File: src/rtl/spi_link_pkg.sv
// Shared definitions for the 4-wire serial link (CLK/DATA/LOAD/STOP), used by both transmit and receive sides.
// Optional feature: SPI_SENDER_PARITY_EN adds an odd-parity bit after bit0 of every word.
package spi_link_pkg;

  localparam int WORD_W    = 16;
  // Wide enough to index a word plus its optional parity bit.
  localparam int BIT_CNT_W = $clog2(WORD_W + 1);

  typedef enum logic [2:0] {
    IDLE  = 3'd0,
    FETCH = 3'd1,
    WAIT  = 3'd2,
    SHIFT = 3'd3,
    GAP   = 3'd4,
    STOP  = 3'd5
  } link_state_e;

`ifdef SPI_SENDER_PARITY_EN
  function automatic logic odd_parity(input logic [WORD_W-1:0] word);
    return ~(^word);
  endfunction
`endif

endpackage

File: src/rtl/spi_sender_fifo.sv
// Show-ahead synchronous word FIFO, depth 2**AW, with registered full/empty flags.
// Pointers carry one extra wrap bit; full/empty are decided on that MSB.
module spi_sender_fifo #(
  parameter int AW = 8,
  parameter int DW = 16
) (
  input  logic          clk,
  input  logic          rst,
  input  logic          wr_en,
  input  logic [DW-1:0] wr_data,
  input  logic          rd_en,
  output logic [DW-1:0] rd_data,
  output logic          full,
  output logic          empty
);

  localparam int DEPTH = 1 << AW;

  logic [DW-1:0] mem_r [DEPTH];
  logic [AW:0]   wr_ptr_r, rd_ptr_r;
  logic [AW:0]   wr_ptr_nx_s, rd_ptr_nx_s;
  logic          push_s, pop_s;
  logic          full_r, empty_r;

  // Qualify requests against the current flags and form next pointers.
  always_comb begin
    push_s      = wr_en && !full_r;
    pop_s       = rd_en && !empty_r;
    wr_ptr_nx_s = wr_ptr_r + {{AW{1'b0}}, push_s};
    rd_ptr_nx_s = rd_ptr_r + {{AW{1'b0}}, pop_s};
  end

  // Pointer and flag registers; flags are computed from next pointers so they stay registered.
  always_ff @(posedge clk) begin
    if (rst) begin
      wr_ptr_r <= {(AW+1){1'b0}};
      rd_ptr_r <= {(AW+1){1'b0}};
      full_r   <= 1'b0;
      empty_r  <= 1'b1;
    end else begin
      wr_ptr_r <= wr_ptr_nx_s;
      rd_ptr_r <= rd_ptr_nx_s;
      full_r   <= (wr_ptr_nx_s[AW] != rd_ptr_nx_s[AW]) &&
                  (wr_ptr_nx_s[AW-1:0] == rd_ptr_nx_s[AW-1:0]);
      empty_r  <= (wr_ptr_nx_s == rd_ptr_nx_s);
    end
  end

  // Storage write; contents are not reset, only the pointers.
  always_ff @(posedge clk) begin
    if (push_s) begin
      mem_r[wr_ptr_r[AW-1:0]] <= wr_data;
    end
  end

  assign rd_data = mem_r[rd_ptr_r[AW-1:0]];
  assign full    = full_r;
  assign empty   = empty_r;

endmodule

File: src/rtl/spi_msg_sender.sv
// Buffers words and serializes one MSG_LEN-word message per START onto TX_CLK/TX_DATA/TX_LOAD/TX_STOP.
// Optional feature: SPI_SENDER_PARITY_EN appends an odd-parity bit to each word.
module spi_msg_sender
  import spi_link_pkg::*;
#(
  parameter int CLK_DIV = 4,
  parameter int FIFO_AW = 8,
  parameter int WORD_W  = spi_link_pkg::WORD_W
) (
  input  logic              CLK,
  input  logic              RST,
  input  logic [WORD_W-1:0] DATA,
  input  logic              ENA,
  input  logic [7:0]        MSG_LEN,
  input  logic              START,
  output logic              FULL,
  output logic              OVERFLOW,
  output logic              BUSY,
  output logic              TX_CLK,
  output logic              TX_DATA,
  output logic              TX_LOAD,
  output logic              TX_STOP
);

`ifdef SPI_SENDER_PARITY_EN
  localparam int FRAME_BITS = WORD_W + 1;
`else
  localparam int FRAME_BITS = WORD_W;
`endif
  localparam int TMR_W = $clog2(2 * CLK_DIV);

  localparam logic [TMR_W-1:0]     TMR_ZERO    = {TMR_W{1'b0}};
  localparam logic [TMR_W-1:0]     TMR_ONE     = TMR_W'(1);
  localparam logic [TMR_W-1:0]     HALF        = TMR_W'(CLK_DIV);
  localparam logic [TMR_W-1:0]     PERIOD_LAST = TMR_W'(2 * CLK_DIV - 1);
  localparam logic [TMR_W-1:0]     GAP_SHORT   = TMR_W'(2 * CLK_DIV - 2);
  localparam logic [BIT_CNT_W-1:0] BIT_ZERO    = {BIT_CNT_W{1'b0}};
  localparam logic [BIT_CNT_W-1:0] BIT_ONE     = BIT_CNT_W'(1);
  localparam logic [BIT_CNT_W-1:0] BIT_LAST    = BIT_CNT_W'(FRAME_BITS - 1);

  link_state_e               state_r, state_nx_s;
  logic [TMR_W-1:0]          tmr_r, tmr_nx_s, gap_last_s;
  logic [BIT_CNT_W-1:0]      bit_r, bit_nx_s;
  logic [FRAME_BITS-1:0]     sh_r, sh_nx_s, frame_s;
  logic [7:0]                words_r, words_nx_s;
  logic                      pop_s;
  logic                      fifo_full_s, fifo_empty_s;
  logic [WORD_W-1:0]         fifo_data_s;
  logic                      tx_clk_r, tx_data_r, tx_load_r, tx_stop_r, busy_r, overflow_r;
  logic                      tx_clk_nx_s, tx_data_nx_s, tx_load_nx_s, tx_stop_nx_s, busy_nx_s;

  spi_sender_fifo #(
    .AW (FIFO_AW),
    .DW (WORD_W)
  ) u_fifo (
    .clk     (CLK),
    .rst     (RST),
    .wr_en   (ENA),
    .wr_data (DATA),
    .rd_en   (pop_s),
    .rd_data (fifo_data_s),
    .full    (fifo_full_s),
    .empty   (fifo_empty_s)
  );

`ifdef SPI_SENDER_PARITY_EN
  assign frame_s = {fifo_data_s, odd_parity(fifo_data_s)};
`else
  assign frame_s = fifo_data_s;
`endif

  // Next-state logic; outputs are derived from the next state so they can be registered.
  always_comb begin
    state_nx_s = state_r;
    tmr_nx_s   = tmr_r;
    bit_nx_s   = bit_r;
    sh_nx_s    = sh_r;
    words_nx_s = words_r;
    pop_s      = 1'b0;
    // Mid-message the gap is one cycle short, so GAP plus FETCH keeps the LOAD-low time at 2*CLK_DIV.
    if (words_r == 8'd0) begin
      gap_last_s = PERIOD_LAST;
    end else begin
      gap_last_s = GAP_SHORT;
    end

    case (state_r)
      IDLE: begin
        if (START && (MSG_LEN != 8'd0)) begin
          state_nx_s = FETCH;
          words_nx_s = MSG_LEN;
        end else begin
          state_nx_s = IDLE;
        end
      end
      FETCH, WAIT: begin
        if (!fifo_empty_s) begin
          pop_s      = 1'b1;
          sh_nx_s    = frame_s;
          tmr_nx_s   = TMR_ZERO;
          bit_nx_s   = BIT_ZERO;
          state_nx_s = SHIFT;
        end else begin
          state_nx_s = WAIT;
        end
      end
      SHIFT: begin
        if (tmr_r == PERIOD_LAST) begin
          tmr_nx_s = TMR_ZERO;
          if (bit_r == BIT_LAST) begin
            state_nx_s = GAP;
            words_nx_s = words_r - 8'd1;
          end else begin
            bit_nx_s = bit_r + BIT_ONE;
            sh_nx_s  = {sh_r[FRAME_BITS-2:0], 1'b0};
          end
        end else begin
          tmr_nx_s = tmr_r + TMR_ONE;
        end
      end
      GAP: begin
        if (tmr_r == gap_last_s) begin
          tmr_nx_s = TMR_ZERO;
          if (words_r == 8'd0) begin
            state_nx_s = STOP;
          end else begin
            state_nx_s = FETCH;
          end
        end else begin
          tmr_nx_s = tmr_r + TMR_ONE;
        end
      end
      STOP: begin
        if (tmr_r == PERIOD_LAST) begin
          tmr_nx_s   = TMR_ZERO;
          state_nx_s = IDLE;
        end else begin
          tmr_nx_s = tmr_r + TMR_ONE;
        end
      end
      default: begin
        state_nx_s = IDLE;
      end
    endcase

    tx_load_nx_s = (state_nx_s == SHIFT);
    tx_clk_nx_s  = tx_load_nx_s && (tmr_nx_s >= HALF);
    tx_data_nx_s = tx_load_nx_s && sh_nx_s[FRAME_BITS-1];
    tx_stop_nx_s = (state_nx_s == STOP);
    busy_nx_s    = (state_nx_s != IDLE);
  end

  // State, counters, shift register and registered link outputs.
  always_ff @(posedge CLK) begin
    if (RST) begin
      state_r    <= IDLE;
      tmr_r      <= TMR_ZERO;
      bit_r      <= BIT_ZERO;
      sh_r       <= {FRAME_BITS{1'b0}};
      words_r    <= 8'd0;
      tx_clk_r   <= 1'b0;
      tx_data_r  <= 1'b0;
      tx_load_r  <= 1'b0;
      tx_stop_r  <= 1'b0;
      busy_r     <= 1'b0;
      overflow_r <= 1'b0;
    end else begin
      state_r    <= state_nx_s;
      tmr_r      <= tmr_nx_s;
      bit_r      <= bit_nx_s;
      sh_r       <= sh_nx_s;
      words_r    <= words_nx_s;
      tx_clk_r   <= tx_clk_nx_s;
      tx_data_r  <= tx_data_nx_s;
      tx_load_r  <= tx_load_nx_s;
      tx_stop_r  <= tx_stop_nx_s;
      busy_r     <= busy_nx_s;
      overflow_r <= overflow_r || (ENA && fifo_full_s);
    end
  end

  assign FULL     = fifo_full_s;
  assign OVERFLOW = overflow_r;
  assign BUSY     = busy_r;
  assign TX_CLK   = tx_clk_r;
  assign TX_DATA  = tx_data_r;
  assign TX_LOAD  = tx_load_r;
  assign TX_STOP  = tx_stop_r;

endmodule

File: config.mk
export PLATFORM = sky130hd
export DESIGN_NAME = spi_msg_sender
export DESIGN_NICKNAME = d
export VERILOG_FILES = /design/src/rtl/spi_link_pkg.sv /design/src/rtl/spi_sender_fifo.sv /design/src/rtl/spi_msg_sender.sv
export SDC_FILE = /design/constraint.sdc
export NUM_CORES = 2
export LEC_CHECK = 0
export CAP_MARGIN = 10
export CELL_PAD_IN_SITES_DETAIL_PLACEMENT = 1
export CELL_PAD_IN_SITES_GLOBAL_PLACEMENT = 2
export CORE_MARGIN = 2
export CORE_UTILIZATION = 30
export CTS_BUF_LIST = sky130_fd_sc_hd__clkbuf_8
export CTS_CLUSTER_DIAMETER = 40
export DETAILED_ROUTE_END_ITERATION = 16
export PLACE_DENSITY = 0.58
export RECOVER_POWER = 25
export SKIP_LAST_GASP = 1
export SYNTH_ARGS = -nofsm -noshare
export SYNTH_HDL_FRONTEND = slang
export SYNTH_SLANG_ARGS = --single-unit
File: constraint.sdc
create_clock -name CLK -period 4.1 [get_ports CLK]
set_clock_uncertainty 0.15 [all_clocks]
set_input_delay 0.82 -clock CLK [delete_from_list [all_inputs] [get_ports CLK]]
set_output_delay 0.82 -clock CLK [all_outputs]
set_load 0.005 [all_outputs]
### After elaboration in Yosys (flattened, before gate mapping)

Memories as Yosys holds them, arrays and structs flattened. A register that Yosys moved wholly into a read port is not among the register bits.
Cells that the tools add are included.

| operators by class | value |
|---|---|
| magnitude comparators | 1 |
| equality and inequality tests | 18 |
| add/sub/neg operators | 5 |
| reductions and logical operators | 20 |
| muxes and demuxes | 30 |

Operators with widths:

| operator | number |
|---|---|
| $mux W16 | 3 |
| $mux W8 | 4 |
| $pmux W16 S2 | 1 |
| $mux W3 | 8 |
| $add A9 B1 Y9 | 2 |
| $pmux W8 S2 | 1 |
| $mux W5 | 3 |
| $pmux W3 S5 | 1 |
| $eq A3 B3 Y1 const B | 4 |
| $ne A2 B2 Y1 const B | 5 |
| $pmux W5 S2 | 1 |
| $eq A3 B2 Y1 const B | 3 |
| $eq A9 B9 Y1 | 1 |
| $pmux W3 S3 | 1 |
| $eq A8 B8 Y1 | 1 |
| $logic_not A8 Y1 | 1 |
| $reduce_and A4 Y1 | 2 |
| $reduce_bool A8 Y1 | 1 |
| $sub A8 B1 Y8 const B | 1 |
| $logic_and A1 B1 Y1 | 7 |
| $mux W1 | 7 |
| $add A5 B1 Y5 const B | 1 |
| $eq A5 B4 Y1 const B | 1 |
| $reduce_bool A2 Y1 | 2 |
| other kinds (10) | 12 |

| storage, ports and cells | value |
|---|---|
| memories | 1 |
| logic and storage cells | 91 |
| register bits after elaboration | 61 |
| output and inout port bits | 7 |
| bits of input ports | 28 |
| memory bits (writable) | 4096 |

Memories:

| name | words | width | read ports | clocked after memory_dff | wr ports | line | source |
|---|---|---|---|---|---|---|---|
| u_fifo.mem_r | 256 | 16 | 1 | 1 | 1 | spi_sender_fifo.sv:19 | `logic [DW-1:0] mem_r [DEPTH];` |

### Logic depth before layout (Yosys ltp)

| logic depth | value |
|---|---|
| depth after elaboration | 7 |
| depth in mapped cells | 14 |
| depth with buffers taken out | 11 |

### By module

From an unflattened synthesis, not the netlist that was laid out.

| second synthesis, totals | value |
|---|---|
| cell total of the unflattened synthesis | 7739 |
| area, all modules | 161532.4 um^2 |

By module, submodules not included:

| module | cells an instance | sequential area each (um^2) | times used | area an instance (um^2) |
|---|---|---|---|---|
| spi_sender_fifo | 7477 | 123398.3 | 1 | 159404.1 |
| spi_msg_sender | 262 | 820.8 | 1 | 2128.3 |

### Least setup slack after synthesis

No wires, ideal clock.

| path | value |
|---|---|
| path kind | input -> register |
| start point | in ENA |
| end point | mem u_fifo.mem_r[199][0], enable pin |
| path buffers | 2 |
| slack | 1.096 ns |
| data required time | 3.562 ns |
| cell stages on the path | 5 |
| library setup time | 0.388 ns |
| arrival | 2.465 ns |
| cells stage by stage | nor2b_1 > clkbuf_1 > nand4_1 > clkbuf_1 > nor2_1 |

| on the way | value |
|---|---|
| cells in the longest elaborated chain, start to end | 3 |

Ends and longest elaborated chain:

| item | line | source |
|---|---|---|
| start: declaration | spi_msg_sender.sv:13 | `input logic ENA,` |
| $logic_and A1 B1 Y1 | spi_sender_fifo.sv:27 | `push_s = wr_en && !full_r;` |
| $mux W1 | spi_sender_fifo.sv:51 | `if (push_s) begin` |
| $mux W1 (not written as such) | spi_sender_fifo.sv:52 | `mem_r[wr_ptr_r[AW-1:0]] <= wr_data;` |
| end: declaration | spi_sender_fifo.sv:19 |  |

No other way between the ends.

==> out/qor.txt <==
Synth Area in Compound Gates = 2.51%
initial antenna violation count = 38
top cell type by total area after synthesis = edfxtp_1
ys flop type = edfxtp_1
Peak Freq = 245 MHz
vias per std cell = 5.19
fin crit period = 4.08 ns
layout cell share with drive strength beyond 1 = 33.7%
Final Max Slew Viols = 1524
number of global-route vias before repair = 87109
P_leak = 0.0587 uW
Iteration-0 DRC Markers = 9601
Seq/Total Area, Yosys = 77.5%
critical path capture point type = flip-flop
io pins = 35
VDD IR max = 0.428 mV
Fin Setup TNS = 0 ns
Port Buffers = 34
Final setup viols = 0
Worst-Margin Slew = 3.72 ns
Initial Utilization = 30.1%
Hold Fails Final Rpt = 0
status = finished with violations
Num Clock Sinks = 4157
Worst Hold Class = in2reg
DR vias = 82951
GP Congestion = 0.875
CP Data Arrival Time = 5.07 ns
Mapped Cells = 7217
Total Wirelength = 530 mm
XOR/XNOR share of the synthesized area = 0.142%
WL/cell = 33.2 microns
DRC viols = 0
Yosys reg bits = 4157
global-route wire length before repair = 728 mm
top cells by area, synth = edfxtp_1 (77%), mux4_2 (15%), mux2i_1 (1.2%)
CTS Buf Count = 709
post-route antenna net violation count = 0
mux cell area share after synthesis = 16.1%
YS warnings = 0
Pre-Repair DR Iteration Count = 6
worst setup margin = 0.0179 ns
Nets = 8426
WS Path Type = reg2reg
startpoint type of the worst setup path = flip-flop
unrepaired setup endpoints after global routing = false
clock buffer depth = 4
Final Util = 35.7%
GR Overflow Total = 0
gr usage total = 19.2%
crit-path max FO = 20
worst hold margin = 0.216 ns
syn_nets = 7254
clock slew at reported path FFs = 0.07 ns
H-tree Lvls = 6
Avg Cell Area, Syn = 22.2 sq um
pin count of the biggest net entering global routing = 119
Yosys cell types = 77
# Post-CTS Setup Buffers = 0
root buf cell = clkbuf_8
FFs w/ async S/R, synth = 0%
max-capacitance violation count = 18
Die W = 735 microns
die footprint = 0.540 sq mm
area delta synth->final = 18.6%
Place WS = -0.183 ns
Post-Synth Adder-Cell Area = 0.0703%
EDFF count, synth = 4096
slew margin rel. = -148%
Final Cycle Share = 99.6%
synthesized area = 0.160 sq mm
failing checks = capacitance limit, slew limit
Synth Area in Simple Gates = 2.06%
Die Y-Extent = 735 microns
Synth top area share = 76.7%
latest clock arrival within the worst-skew pair = 1.25 ns
largest family of logic cells by synthesized area = multiplexers
Core Region = 0.532 sq mm
hpwl dp = 332 mm
num rows = 268
CTS tree = built
Pwr Density = 472 mW/mm^2
CP required = 5.09 ns
metal layers:
layer,GRT usage (%),routed length (microns)
met1,26.6,225000
met2,30.9,251000
met3,3.59,37500
met4,5.80,16600
met5,0,76
Yosys cell counts (7+ instances only):
library cell	count
o31ai_1	7
clkbuf_1	193
inv_1	11
nor4_1	8
o211ai_1	8
o221ai_1	57
xnor2_1	16
xor2_1	10
a221oi_1	43
o2111ai_1	11
nand4_1	22
o21ai_0	56
a22oi_1	86
buf_2	83
buf_1	27
nand3_1	71
a211oi_1	16
ha_1	9
mux4_2	1046
mux2i_1	199
edfxtp_1	4096
and3_1	10
and2_1	13
nor2b_1	23
a31oi_1	15
or3_1	8
a21oi_1	98
nand2_1	165
a22o_1	36
dfxtp_1	61
a2111oi_0	9
nor3_1	44
o22ai_1	69
buf_4	50
buf_6	68
mux2_2	20
nand2b_1	14
nor2_1	350
through the flow:
step	std cells	power, uW	cell area (sq um)
2_1_floorplan	7217	52100	160000
3_3_place_gp	14679	55000	177000
3_5_place_dp	14680	55100	177000
4_1_cts	15972	90800	190000
5_1_grt	15976	92800	190000
6_report	15984	89800	190000
worst paths after layout:
check             slack (ns)                    end  cells past startpoint                          start
setup / recovery        0.02   sh_r[3]$_SDFFE_PP0P_                      9  u_fifo.rd_ptr_r[0]$_SDFF_PP0_
hold / removal          0.22    OVERFLOW$_SDFF_PP0_                      3                            ENA
setup reg to reg        0.02   sh_r[3]$_SDFFE_PP0P_                      9  u_fifo.rd_ptr_r[0]$_SDFF_PP0_
hold reg to reg         0.35  bit_r[4]$_SDFFE_PP0P_                      2          bit_r[4]$_SDFFE_PP0P_
state kept, by name, indices dropped and copies added, names as in the netlist, named ones only:
register,count
u_fifo.rd_ptr_r,9
u_fifo.wr_ptr_r,9
TX_STOP,1
OVERFLOW,1
TX_CLK,1
state_r,3
u_fifo.mem_r,4096
sh_r,16
tmr_r,1
TX_DATA,1
u_fifo.empty,1
BUSY,1
bit_r,5
u_fifo.full,1
TX_LOAD,1
words_r,8
placed cells by master, fill, tap and decap left out, drive strengths merged, types with 14 or more instances in the layout:
cell type	n
dfxtp	61
o22ai	69
clkbuf	753
dlygate4sd3	17
inv	264
nand4	22
o221ai	57
a221oi	43
nand3	71
a22oi	86
o21ai	60
nor3	44
nand2b	14
nand2	165
mux2i	199
a211oi	17
buf	816
clkinvlp	28
mux4	1048
xnor2	16
clkinv	261
mux2	20
edfxtp	4096
a21oi	98
clkdlybuf4s50	17
a31oi	15
nor2b	23
a22o	36
bufinv	21
nor2	350
and2	16
cells by family (layout without fill, tap and decap cells):
kind of cell / Yosys count / in the layout
flops: 4157 / 4157
other cells: 0 / 11
simple gates: 751 / 751
fa+ha+maj: 9 / 9
compound gates: 566 / 566
xor+xnor: 26 / 26
buf+inv: 441 / 2177
mux: 1267 / 1267
cell type report:
class / count / area (sq um)
tap: 7020 / 8780
fill: 52026 / 342000
sequential: 4157 / 124000
timing repair buffer: 889 / 9530
clock buffer: 714 / 9830
multi-input combinational: 2619 / 34100
antenna: 11 / 27.5
clock inverter: 561 / 3470
inverter: 13 / 58.8
what timing repair did:
item                                    CTS  global route
endpoints found under the setup margin    2             2
endpoints found under the hold margin   684             0
gates resized for setup                   2             2
gates cloned                              0             0
hold buffers                             17             0
power breakdown:
part           switching (uW)  internal, uW
Clock                   17800         17800
Sequential               81.2         46800
Combinational            3950          3290
worst max-delay path, stage by stage, from the launching register on:
cell and delay [ns]:
dfxtp_4 0.64, buf_12 0.26, buf_4 0.24, mux4_2 0.52
mux4_2 0.54, nand2_1 0.43, nand2_1 0.15, nor3_2 0.44
or4_1 0.38, o2111ai_1 0.15
Note: power is estimated with default switching activity, not from simulation.
